[src/rtl/chimera_cfg_strap_sel_if.sv]
`default_nettype none
// ============================================================================
// Module   : chimera_cfg_strap_sel_if
// Brief    : Strap, software handshake and configuration bus for the
//            Chimera configuration selector.
// Revision : 1.0 - initial release
// ============================================================================
interface chimera_cfg_strap_sel_if #(
    parameter int unsigned IdxW     = 2,
    parameter int unsigned CfgWidth = 32
);
    logic [IdxW-1:0]     sel_pins_i;
    logic                relatch_i;
    logic                lock_i;
    logic                sw_req_i;
    logic [IdxW-1:0]     sw_idx_i;
    logic                sw_gnt_o;
    logic                sw_err_o;
    logic [CfgWidth-1:0] cfg_o;
    logic [IdxW-1:0]     cfg_idx_o;
    logic                cfg_valid_o;

    modport master (
        output sel_pins_i, relatch_i, lock_i, sw_req_i, sw_idx_i,
        input  sw_gnt_o, sw_err_o, cfg_o, cfg_idx_o, cfg_valid_o
    );

    modport slave (
        input  sel_pins_i, relatch_i, lock_i, sw_req_i, sw_idx_i,
        output sw_gnt_o, sw_err_o, cfg_o, cfg_idx_o, cfg_valid_o
    );
endinterface
`default_nettype wire

[src/rtl/chimera_cfg_strap_sel.sv]
`default_nettype none
// ============================================================================
// Module   : chimera_cfg_strap_sel
// Brief    : Resolves a configuration word from debounced strap pins, with
//            software switch/relatch handshake and lock.
// Revision : 1.0 - initial release
// ============================================================================
module chimera_cfg_strap_sel #(
    parameter int unsigned                     NumCfgs      = 4,
    parameter int unsigned                     CfgWidth     = 32,
    parameter logic [NumCfgs*CfgWidth-1:0]     CfgTable     = '0,
    parameter int unsigned                     StableCycles = 16,
    parameter int unsigned                     DefaultIdx   = 0
) (
    input  wire logic               clk_i,
    input  wire logic               rst_ni,
    chimera_cfg_strap_sel_if.slave  bus
);

    localparam int unsigned IdxW    = (NumCfgs > 2) ? $clog2(NumCfgs) : 1;
    localparam int unsigned c_cnt_w = (StableCycles > 1) ? $clog2(StableCycles + 1) : 1;

    localparam logic [c_cnt_w-1:0]  c_cnt_one     = c_cnt_w'(1);
    localparam logic [c_cnt_w-1:0]  c_cnt_done    = c_cnt_w'(StableCycles);
    localparam logic [IdxW:0]       c_num_cfgs    = (IdxW+1)'(NumCfgs);
    localparam logic [IdxW-1:0]     c_def_idx     = IdxW'(DefaultIdx);
    localparam logic [CfgWidth-1:0] c_default_cfg = CfgTable[DefaultIdx*CfgWidth +: CfgWidth];

    typedef enum logic [1:0] {
        ST_SYNC   = 2'd0,
        ST_SAMPLE = 2'd1,
        ST_ACTIVE = 2'd2
    } state_e;

    state_e              r_state, w_state_nxt;
    logic [c_cnt_w-1:0]  r_cnt, w_cnt_nxt;
    logic [IdxW-1:0]     r_sync1, r_sync2;
    logic [IdxW-1:0]     r_cand, w_cand_nxt;
    logic [IdxW-1:0]     r_idx, w_idx_nxt;
    logic [CfgWidth-1:0] r_cfg, w_cfg_nxt;
    logic                r_valid, w_valid_nxt;
    logic                r_gnt, w_gnt_nxt;
    logic                r_err, w_err_nxt;

    logic w_accept;
    logic w_sw_ok;
    logic w_cand_in_range;
    logic w_sw_in_range;

    // A held request is only re-accepted once its previous grant has retired.
    assign w_accept        = bus.sw_req_i & ~r_gnt;
    assign w_sw_in_range   = ({1'b0, bus.sw_idx_i} < c_num_cfgs);
    assign w_cand_in_range = ({1'b0, r_sync2} < c_num_cfgs);
    assign w_sw_ok         = (r_state == ST_ACTIVE) & ~bus.lock_i & ~bus.relatch_i & w_sw_in_range;

    always_ff @(posedge clk_i or negedge rst_ni) begin
        if (!rst_ni) begin
            r_state <= ST_SYNC;
            r_cnt   <= '0;
            r_sync1 <= '0;
            r_sync2 <= '0;
            r_cand  <= '0;
            r_idx   <= c_def_idx;
            r_cfg   <= c_default_cfg;
            r_valid <= 1'b0;
            r_gnt   <= 1'b0;
            r_err   <= 1'b0;
        end else begin
            r_state <= w_state_nxt;
            r_cnt   <= w_cnt_nxt;
            r_sync1 <= bus.sel_pins_i;
            r_sync2 <= r_sync1;
            r_cand  <= w_cand_nxt;
            r_idx   <= w_idx_nxt;
            r_cfg   <= w_cfg_nxt;
            r_valid <= w_valid_nxt;
            r_gnt   <= w_gnt_nxt;
            r_err   <= w_err_nxt;
        end
    end

    always_comb begin
        w_state_nxt = r_state;
        w_cnt_nxt   = r_cnt;
        w_cand_nxt  = r_cand;
        w_idx_nxt   = r_idx;
        w_valid_nxt = r_valid;
        w_gnt_nxt   = 1'b0;
        w_err_nxt   = 1'b0;
        w_cfg_nxt   = c_default_cfg;

        case (r_state)
            ST_SYNC: begin
                if (r_cnt == c_cnt_one) begin
                    w_state_nxt = ST_SAMPLE;
                    w_cnt_nxt   = '0;
                end else begin
                    w_cnt_nxt = r_cnt + c_cnt_one;
                end
            end
            ST_SAMPLE: begin
                w_cand_nxt = r_sync2;
                if ((r_cnt == '0) || (r_sync2 == r_cand)) begin
                    w_cnt_nxt = r_cnt + c_cnt_one;
                end else begin
                    w_cnt_nxt = c_cnt_one;
                end
                if (w_cnt_nxt == c_cnt_done) begin
                    w_state_nxt = ST_ACTIVE;
                    w_cnt_nxt   = '0;
                    w_valid_nxt = 1'b1;
                    if (w_cand_in_range) begin
                        w_idx_nxt = r_sync2;
                    end else begin
                        w_idx_nxt = c_def_idx;
                        w_err_nxt = 1'b1;
                    end
                end
            end
            ST_ACTIVE: begin
                if (bus.relatch_i && !bus.lock_i) begin
                    w_state_nxt = ST_SAMPLE;
                    w_cnt_nxt   = '0;
                    w_valid_nxt = 1'b0;
                end else if (w_accept && w_sw_ok) begin
                    w_idx_nxt = bus.sw_idx_i;
                end
            end
            default: begin
                w_state_nxt = ST_SYNC;
                w_cnt_nxt   = '0;
                w_valid_nxt = 1'b0;
            end
        endcase

        if (w_accept) begin
            w_gnt_nxt = 1'b1;
            if (!w_sw_ok) begin
                w_err_nxt = 1'b1;
            end
        end

        // Config word follows the next index so both register on the same edge.
        for (int k = 0; k < int'(NumCfgs); k++) begin
            if (w_idx_nxt == IdxW'(k)) begin
                w_cfg_nxt = CfgTable[k*CfgWidth +: CfgWidth];
            end
        end
    end

    assign bus.cfg_o       = r_cfg;
    assign bus.cfg_idx_o   = r_idx;
    assign bus.cfg_valid_o = r_valid;
    assign bus.sw_gnt_o    = r_gnt;
    assign bus.sw_err_o    = r_err;

endmodule
`default_nettype wire

[src/flat_wrapper.sv]
// flat-port wrapper written by rule: the top's interface ports become plain ports
module chimera_cfg_strap_sel_flat 
#(
    parameter int unsigned                     NumCfgs      = 4,
    parameter int unsigned                     CfgWidth     = 32,
    parameter logic [NumCfgs*CfgWidth-1:0]     CfgTable     = '0,
    parameter int unsigned                     StableCycles = 16,
    parameter int unsigned                     DefaultIdx   = 0
)
  (clk_i, rst_ni, bus_sel_pins_i, bus_relatch_i, bus_lock_i, bus_sw_req_i, bus_sw_idx_i, bus_sw_gnt_o, bus_sw_err_o, bus_cfg_o, bus_cfg_idx_o, bus_cfg_valid_o);
  chimera_cfg_strap_sel_if #(.IdxW(2), .CfgWidth(CfgWidth)) bus_i ();
  input  wire logic clk_i;
  input  wire logic rst_ni;
  input wire logic [$bits(bus_i.sel_pins_i)-1:0] bus_sel_pins_i;
  input wire logic [$bits(bus_i.relatch_i)-1:0] bus_relatch_i;
  input wire logic [$bits(bus_i.lock_i)-1:0] bus_lock_i;
  input wire logic [$bits(bus_i.sw_req_i)-1:0] bus_sw_req_i;
  input wire logic [$bits(bus_i.sw_idx_i)-1:0] bus_sw_idx_i;
  output wire logic [$bits(bus_i.sw_gnt_o)-1:0] bus_sw_gnt_o;
  output wire logic [$bits(bus_i.sw_err_o)-1:0] bus_sw_err_o;
  output wire logic [$bits(bus_i.cfg_o)-1:0] bus_cfg_o;
  output wire logic [$bits(bus_i.cfg_idx_o)-1:0] bus_cfg_idx_o;
  output wire logic [$bits(bus_i.cfg_valid_o)-1:0] bus_cfg_valid_o;
  assign bus_i.sel_pins_i = bus_sel_pins_i;
  assign bus_i.relatch_i = bus_relatch_i;
  assign bus_i.lock_i = bus_lock_i;
  assign bus_i.sw_req_i = bus_sw_req_i;
  assign bus_i.sw_idx_i = bus_sw_idx_i;
  assign bus_sw_gnt_o = bus_i.sw_gnt_o;
  assign bus_sw_err_o = bus_i.sw_err_o;
  assign bus_cfg_o = bus_i.cfg_o;
  assign bus_cfg_idx_o = bus_i.cfg_idx_o;
  assign bus_cfg_valid_o = bus_i.cfg_valid_o;
  chimera_cfg_strap_sel #(.NumCfgs(NumCfgs), .CfgWidth(CfgWidth), .CfgTable(CfgTable), .StableCycles(StableCycles), .DefaultIdx(DefaultIdx)) u_core (.clk_i(clk_i), .rst_ni(rst_ni), .bus(bus_i));
endmodule
[config.mk]
export PLATFORM = sky130hd
export DESIGN_NAME = chimera_cfg_strap_sel_flat
export DESIGN_NICKNAME = d
export VERILOG_FILES = /design/src/rtl/chimera_cfg_strap_sel_if.sv /design/src/rtl/chimera_cfg_strap_sel.sv /design/src/flat_wrapper.sv
export SDC_FILE = /design/constraint.sdc
export NUM_CORES = 1
export LEC_CHECK = 0
export CAP_MARGIN = 20
export CORE_ASPECT_RATIO = 1.1
export CORE_MARGIN = 4
export CORE_UTILIZATION = 49
export CTS_BUF_LIST = sky130_fd_sc_hd__clkbuf_4 sky130_fd_sc_hd__clkbuf_8
export CTS_CLUSTER_DIAMETER = 40
export DETAILED_ROUTE_END_ITERATION = 6
export PLACE_DENSITY = 0.88
export SYNTH_ARGS = -nofsm -noshare
export SYNTH_HDL_FRONTEND = slang
export SYNTH_SLANG_ARGS = --single-unit
export TNS_END_PERCENT = 5
[constraint.sdc]
create_clock -name clk_i -period 4.01 [get_ports clk_i]
set_input_delay 1.203 -clock clk_i [delete_from_list [all_inputs] [get_ports clk_i]]
set_output_delay 1.203 -clock clk_i [all_outputs]
set_load 0.01 [all_outputs]
==> flow_metrics.env, run 1 <==
export IMPL_status="complete, no violations"
export IMPL_synth_top_area_cell="dfrtp_1"
export IMPL_tns_ps=0
export IMPL_yosysTopAreaCellShare_pct=37.0
export IMPL_io_pins=46
export IMPL_place_inst=162
export IMPL_layout_cells_non_filler=166
export IMPL_clockBufferDepth=2
export IMPL_combPwrFrac_pct=44.9
export IMPL_cts_hold_buf=0
export IMPL_via_per_inst=4.92
export IMPL_overflow=0
export IMPL_cts_clk_slew_worst_paths_ps=90
export IMPL_wl_per_cell_um=12.3
export IMPL_timing_slew_headroom_pct=48.8
export IMPL_rsz0062_at_grt="false"
export IMPL_clock_root_buffer="clkbuf_4"
export IMPL_drc=0
export IMPL_worstSetupPathType="in2reg"
export IMPL_cts_buffers=3
export IMPL_ys_flop_type="dfrtp_1"
export IMPL_crit_required_ps=4210
export IMPL_p_clk_share_pct=15.8
export IMPL_synth_edf_count=0
export IMPL_slew_violations=0
export IMPL_drive_gt1_share_pct=14.0
export IMPL_p_sw_share_pct=38.6
export IMPL_synth_cell_type_count=39
export IMPL_seq_area_frac_synth_pct=37.0
export IMPL_hp_class="reg2reg"
export IMPL_power_density_mw_per_mm2=518
export IMPL_placementRows=18
export IMPL_die_h_um=60.3
export IMPL_io_buffers=13
export IMPL_core_area_mm2=0.00232
export IMPL_crit_fanout=8
export IMPL_regArea_um2=450
export IMPL_drtAntennaViolNets=0
export IMPL_htreeDepth=1
export IMPL_ir_drop_mv=0.308
export IMPL_start_util_pct=52.5
export IMPL_totalWireLength_um=2040
export IMPL_final_area_mm2=0.00129
export IMPL_fin_nets=149
export IMPL_clock_skew_ps=2.32
export IMPL_via_count=817
export IMPL_placement_cell_area_mm2=0.00125
export IMPL_ctsResizeCount=0
export IMPL_grt_pass1_wl_um=3170
export IMPL_grt_pass1_vias=747
export IMPL_n_antenna_cell=0
export IMPL_end_kind="register"
export IMPL_dieArea_mm2=0.00335
export IMPL_postCtsSetupBuffers=0
export IMPL_cts_sinks=18
export IMPL_arrival_ps=2710
export IMPL_maxCapViolCount=0
export IMPL_gp_congestion=0.798
export IMPL_tritoncts="done"
export IMPL_worst_pin_slew_ps=766
export IMPL_p_switching_mw=0.258
export IMPL_setup_viol=0
export IMPL_synth_area_leaders="dfrtp_1, buf_4, ha_1, inv_1, mux2_4"
export IMPL_drt_iter0_markers=22
export IMPL_synth_seq_cells=18
export IMPL_period_needed_ps=2510
export IMPL_n_fill_cell=190
export IMPL_postSynthCellCount=122
export IMPL_area_growth_pct=5.85
export IMPL_hold_viol=0
export IMPL_p_leak_nw=0.611
export IMPL_p_total_mw=0.669
export IMPL_hold_slack_ps=357
export IMPL_cp_start_kind="input pin"
export IMPL_grtUsageTotal_pct=12.0
export IMPL_first_pass_iters=4
export IMPL_avgSynthCellArea_um2=9.99
export IMPL_p_int_mw=0.410
export IMPL_dp_final_hpwl_um=1700
export IMPL_synthArstFlopShare_pct=100
export IMPL_share_seq_of_total_power_pct=39.3
export IMPL_dieWidth_um=55.6
export IMPL_max_freq_ghz=0.398
export IMPL_min_period_over_period_pct=62.6
export IMPL_insertion_delay_ps=280
export IMPL_antenna_found_initial=0
export IMPL_multi_input_area_um2=606
export IMPL_yosys_warnings=0
export IMPL_synth_cell_area_mm2=0.00122
export IMPL_grt_max_degree=19
## power by group through the flow
stage | combinational, mW | clock [mW] | sequential [mW]
floorplan | 0.264 | 0 | 0.252
global placement | 0.282 | 0 | 0.262
detailed placement | 0.298 | 0 | 0.266
CTS | 0.299 | 0.111 | 0.263
global route | 0.330 | 0.117 | 0.269
finish | 0.300 | 0.106 | 0.263
## cell families (layout without fill, tap and decap cells)
kind of cell	count (synthesis)	after routing	synth area share, %
AND/OR/NAND/NOR	28	28	14.0
other	1	32	0.308
multiplexers	4	4	4.31
XOR/XNOR	4	4	2.88
buffers and inverters	42	25	22.9
AO/OA/AOI/OAI	22	22	15.6
flip-flops	18	18	37.0
adder cells (fa/ha/maj)	3	3	3.08
## layout by cell type (no fill, tap or decap), types with 4 or more instances in the layout
| cell | count |
|---|---|
| a21oi_1 | 5 |
| clkdlybuf4s50_1 | 13 |
| conb_1 | 32 |
| dfrtp_1 | 18 |
| inv_1 | 8 |
| nand2_1 | 8 |
| nor3_1 | 4 |
## through the flow
stage / util [%] / setup slack (ps)
after global routing: 55.6 / 1420
after detailed placement: 54.0 / 1230
final: 55.6 / 1500
after floorplan: - / 1890
after CTS: 55.6 / 1530
after global placement: 54.0 / 1360
## worst max-delay path, stage by stage
cell	delay [ps]
clkdlybuf4s50_1	520
inv_1	50
a21oi_1	530
a21oi_1	110
a21bo_2	230
o31ai_1	60
## synth_stat cells (all sizes together) (2+ instances only)
cell    number
buf         33
dfrtp       18
inv          8
nand2        8
a21oi        5
mux2         4
nor3         4
ha           3
nand2b       3
nand3        3
nor2         3
xnor2        3
a211oi       2
a22o         2
nand4        2
## cell type report
type | count | share of cell area, %
Clock buffer | 4 | 2.81
Inverter | 8 | 2.33
Multi-Input combinational cell | 93 | 46.9
Sequential cell | 18 | 34.9
Tap cell | 30 | 2.91
Timing Repair Buffer | 13 | 10.1
## state kept, by name, indices dropped and copies added, names as in the netlist
| register | flops |
|---|---|
| u_core.bus.cfg_valid_o | 1 |
| u_core.r_cnt | 5 |
| u_core.r_state | 2 |
| u_core.bus.sw_gnt_o | 1 |
| u_core.r_cand | 2 |
| u_core.r_sync2 | 2 |
| u_core.bus.cfg_idx_o | 2 |
| u_core.bus.sw_err_o | 1 |
| u_core.r_sync1 | 2 |
## final timing paths
path,start,end,slack [ps],depth (start not counted)
max,bus_lock_i,u_core.r_cnt[4]$_DFFE_PN0N_,1500,6
min,u_core.r_sync1[0]$_DFF_PN0_,u_core.r_sync2[0]$_DFF_PN0_,360,0
max reg2reg,u_core.r_cnt[0]$_DFFE_PN0N_,u_core.bus.cfg_idx_o[0]$_DFFE_PN0P_,1850,6
min reg2reg,u_core.r_sync1[0]$_DFF_PN0_,u_core.r_sync2[0]$_DFF_PN0_,360,0
max in group asynchronous,rst_ni,u_core.r_cand[1]$_DFFE_PN0P_,2170,1
min in group asynchronous,rst_ni,u_core.bus.cfg_idx_o[0]$_DFFE_PN0P_,1360,1
## metal layers
layer  share of wire [%]  up-vias  GRT usage [%]
li1                    -      385              -
met1                  35      384           11.7
met2                  55       46           23.8
met3                  10        2           5.62
met4                0.34        0           2.08
met5                   0        -              0
(Power assumes the default switching activity.)
==> run 2, diff against run 1 <==
Settings changed: CORE_UTILIZATION 49 to 41, PLACE_DENSITY 0.88 to 0.78.
Clock period 4.01 ns to 2.2 ns, I/O delays scaled along.
==> flow_metrics.env, run 2 (same netlist as run 1, synthesis figures left out) <==
export IMPL_status="complete, no violations"
export IMPL_grt_pass1_wl_um=3340
export IMPL_p_leak_nw=0.635
export IMPL_cts_clk_slew_worst_paths_ps=110
export IMPL_tritoncts="done"
export IMPL_max_freq_ghz=0.499
export IMPL_hold_viol=0
export IMPL_worstSetupPathType="reg2reg"
export IMPL_insertion_delay_ps=300
export IMPL_dieWidth_um=60.0
export IMPL_die_h_um=65.2
export IMPL_cpMaxStageDelayCell="dfrtp_1"
export IMPL_p_int_mw=0.778
export IMPL_gp_congestion=0.891
export IMPL_p_switching_mw=0.486
export IMPL_slew_violations=0
export IMPL_core_area_mm2=0.00280
export IMPL_power_density_mw_per_mm2=950
export IMPL_n_antenna_cell=0
export IMPL_ir_drop_mv=0.518
export IMPL_min_period_over_period_pct=91.0
export IMPL_tns_ps=0
export IMPL_htreeDepth=1
export IMPL_start_util_pct=43.5
export IMPL_share_seq_of_total_power_pct=36.0
export IMPL_drtAntennaViolNets=0
export IMPL_ctsResizeCount=0
export IMPL_worst_pin_slew_ps=509
export IMPL_placementRows=20
export IMPL_first_pass_iters=4
export IMPL_cts_buffers=3
export IMPL_n_fill_cell=284
export IMPL_maxCapViolCount=0
export IMPL_drc=0
export IMPL_grt_max_degree=19
export IMPL_cts_hold_buf=0
export IMPL_dieArea_mm2=0.00391
export IMPL_antenna_found_initial=0
export IMPL_clock_skew_ps=4.76
export IMPL_drive_gt1_share_pct=17.0
export IMPL_cp_buffers_inverters=0
export IMPL_via_count=834
export IMPL_final_common_cell="conb_1"
export IMPL_clock_root_buffer="clkbuf_4"
export IMPL_p_sw_share_pct=38.5
export IMPL_overflow=0
export IMPL_cts_sinks=18
export IMPL_rsz0062_at_grt="false"
export IMPL_setup_viol=0
export IMPL_clockBufferDepth=2
export IMPL_max_stage_delay_ps=370
export IMPL_crit_fanout=6
export IMPL_top_register="u_core.r_cnt"
export IMPL_path_delay_family="simple AND/OR/NAND/NOR gates"
export IMPL_fin_nets=154
export IMPL_period_needed_ps=2000
export IMPL_dp_final_hpwl_um=1680
export IMPL_postCtsSetupBuffers=0
export IMPL_hp_class="reg2reg"
export IMPL_combPwrFrac_pct=47.6
export IMPL_largest_reg_flops=5
export IMPL_io_pins=46
export IMPL_p_total_mw=1.26
export IMPL_crit_required_ps=2390
export IMPL_timing_slew_headroom_pct=65.8
export IMPL_cp_start_kind="register"
export IMPL_drt_iter0_markers=1
export IMPL_grt_pass1_vias=759
export IMPL_final_cell_mix="conb_1, dfrtp_1, clkdlybuf4s50_1"
export IMPL_io_buffers=13
export IMPL_path_cells="ha_1, nor4bb_4, o311a_1, nand4_2, o41ai_2, mux2_4"
export IMPL_via_per_inst=4.79
export IMPL_area_growth_pct=9.24
export IMPL_wl_per_cell_um=12.1
export IMPL_arrival_ps=2190
export IMPL_end_kind="register"
export IMPL_totalWireLength_um=2110
export IMPL_p_clk_share_pct=16.4
export IMPL_grtUsageTotal_pct=11.4
run 2: path summary, 6_finish.rpt:
| path | start | endpoint | slack, ps | cells after the start |
|---|---|---|---|---|
| hold / removal | u_core.r_sync1[0]$_DFF_PN0_ | u_core.r_sync2[0]$_DFF_PN0_ | 350 | 0 |
| setup reg to reg | u_core.r_cnt[0]$_DFFE_PN0N_ | u_core.bus.cfg_idx_o[1]$_DFFE_PN0P_ | 200 | 6 |
| hold reg to reg | u_core.r_sync1[0]$_DFF_PN0_ | u_core.r_sync2[0]$_DFF_PN0_ | 350 | 0 |
| min in group asynchronous | rst_ni | u_core.r_cand[0]$_DFFE_PN0P_ | 670 | 2 |
| max in group asynchronous | rst_ni | u_core.bus.cfg_idx_o[0]$_DFFE_PN0P_ | 1330 | 2 |
| setup / recovery | u_core.r_cnt[0]$_DFFE_PN0N_ | u_core.bus.cfg_idx_o[1]$_DFFE_PN0P_ | 200 | 6 |
run 2: layer usage:
| layer | global-route usage, % | vias up | wire length (um) |
|---|---|---|---|
| met5 | 0 | - | 0 |
| met4 | 8.86 | 0 | 85 |
| met3 | 2.36 | 9 | 152 |
| met2 | 18.2 | 38 | 1050 |
| met1 | 12.7 | 395 | 828 |
| li1 | - | 392 | - |
run 2: worst reg2reg max path, stage by stage, from the launching register on:
cell and delay (ps):
dfrtp_1 370, ha_1 260, nor4bb_4 360, o311a_1 270, nand4_2 170, o41ai_2 130
mux2_4 340
run 2: area by class of cell:
cell class	instances	area [um2]	area share [%]
multi-input combinational	93	606	45.5
sequential	18	450	33.8
timing repair buffer	18	168	12.6
tap	33	41.3	3.10
clock buffer	4	36.3	2.73
inverter	8	30.0	2.26
run 2: through the flow:
stage / setup WS, ps / area [um2] / hold WS, ps / instances / util [%]
after floorplan: 289 / 1340 / 331 / 153 / -
after global placement: 132 / 1290 / 335 / 170 / 46.2
after detailed placement: 57.7 / 1290 / 335 / 170 / 46.2
after CTS: 205 / 1330 / 351 / 174 / 47.5
after global routing: 102 / 1330 / 373 / 174 / 47.5
final: 197 / 1330 / 352 / 174 / 47.5
run 2: power by group through the flow:
stage	Combinational [mW]	Sequential (mW)	Clock, mW
detailed placement	0.600	0.461	0
global placement	0.583	0.458	0
floorplan	0.482	0.459	0
global route	0.667	0.466	0.230
finish	0.602	0.455	0.208
CTS	0.601	0.455	0.216
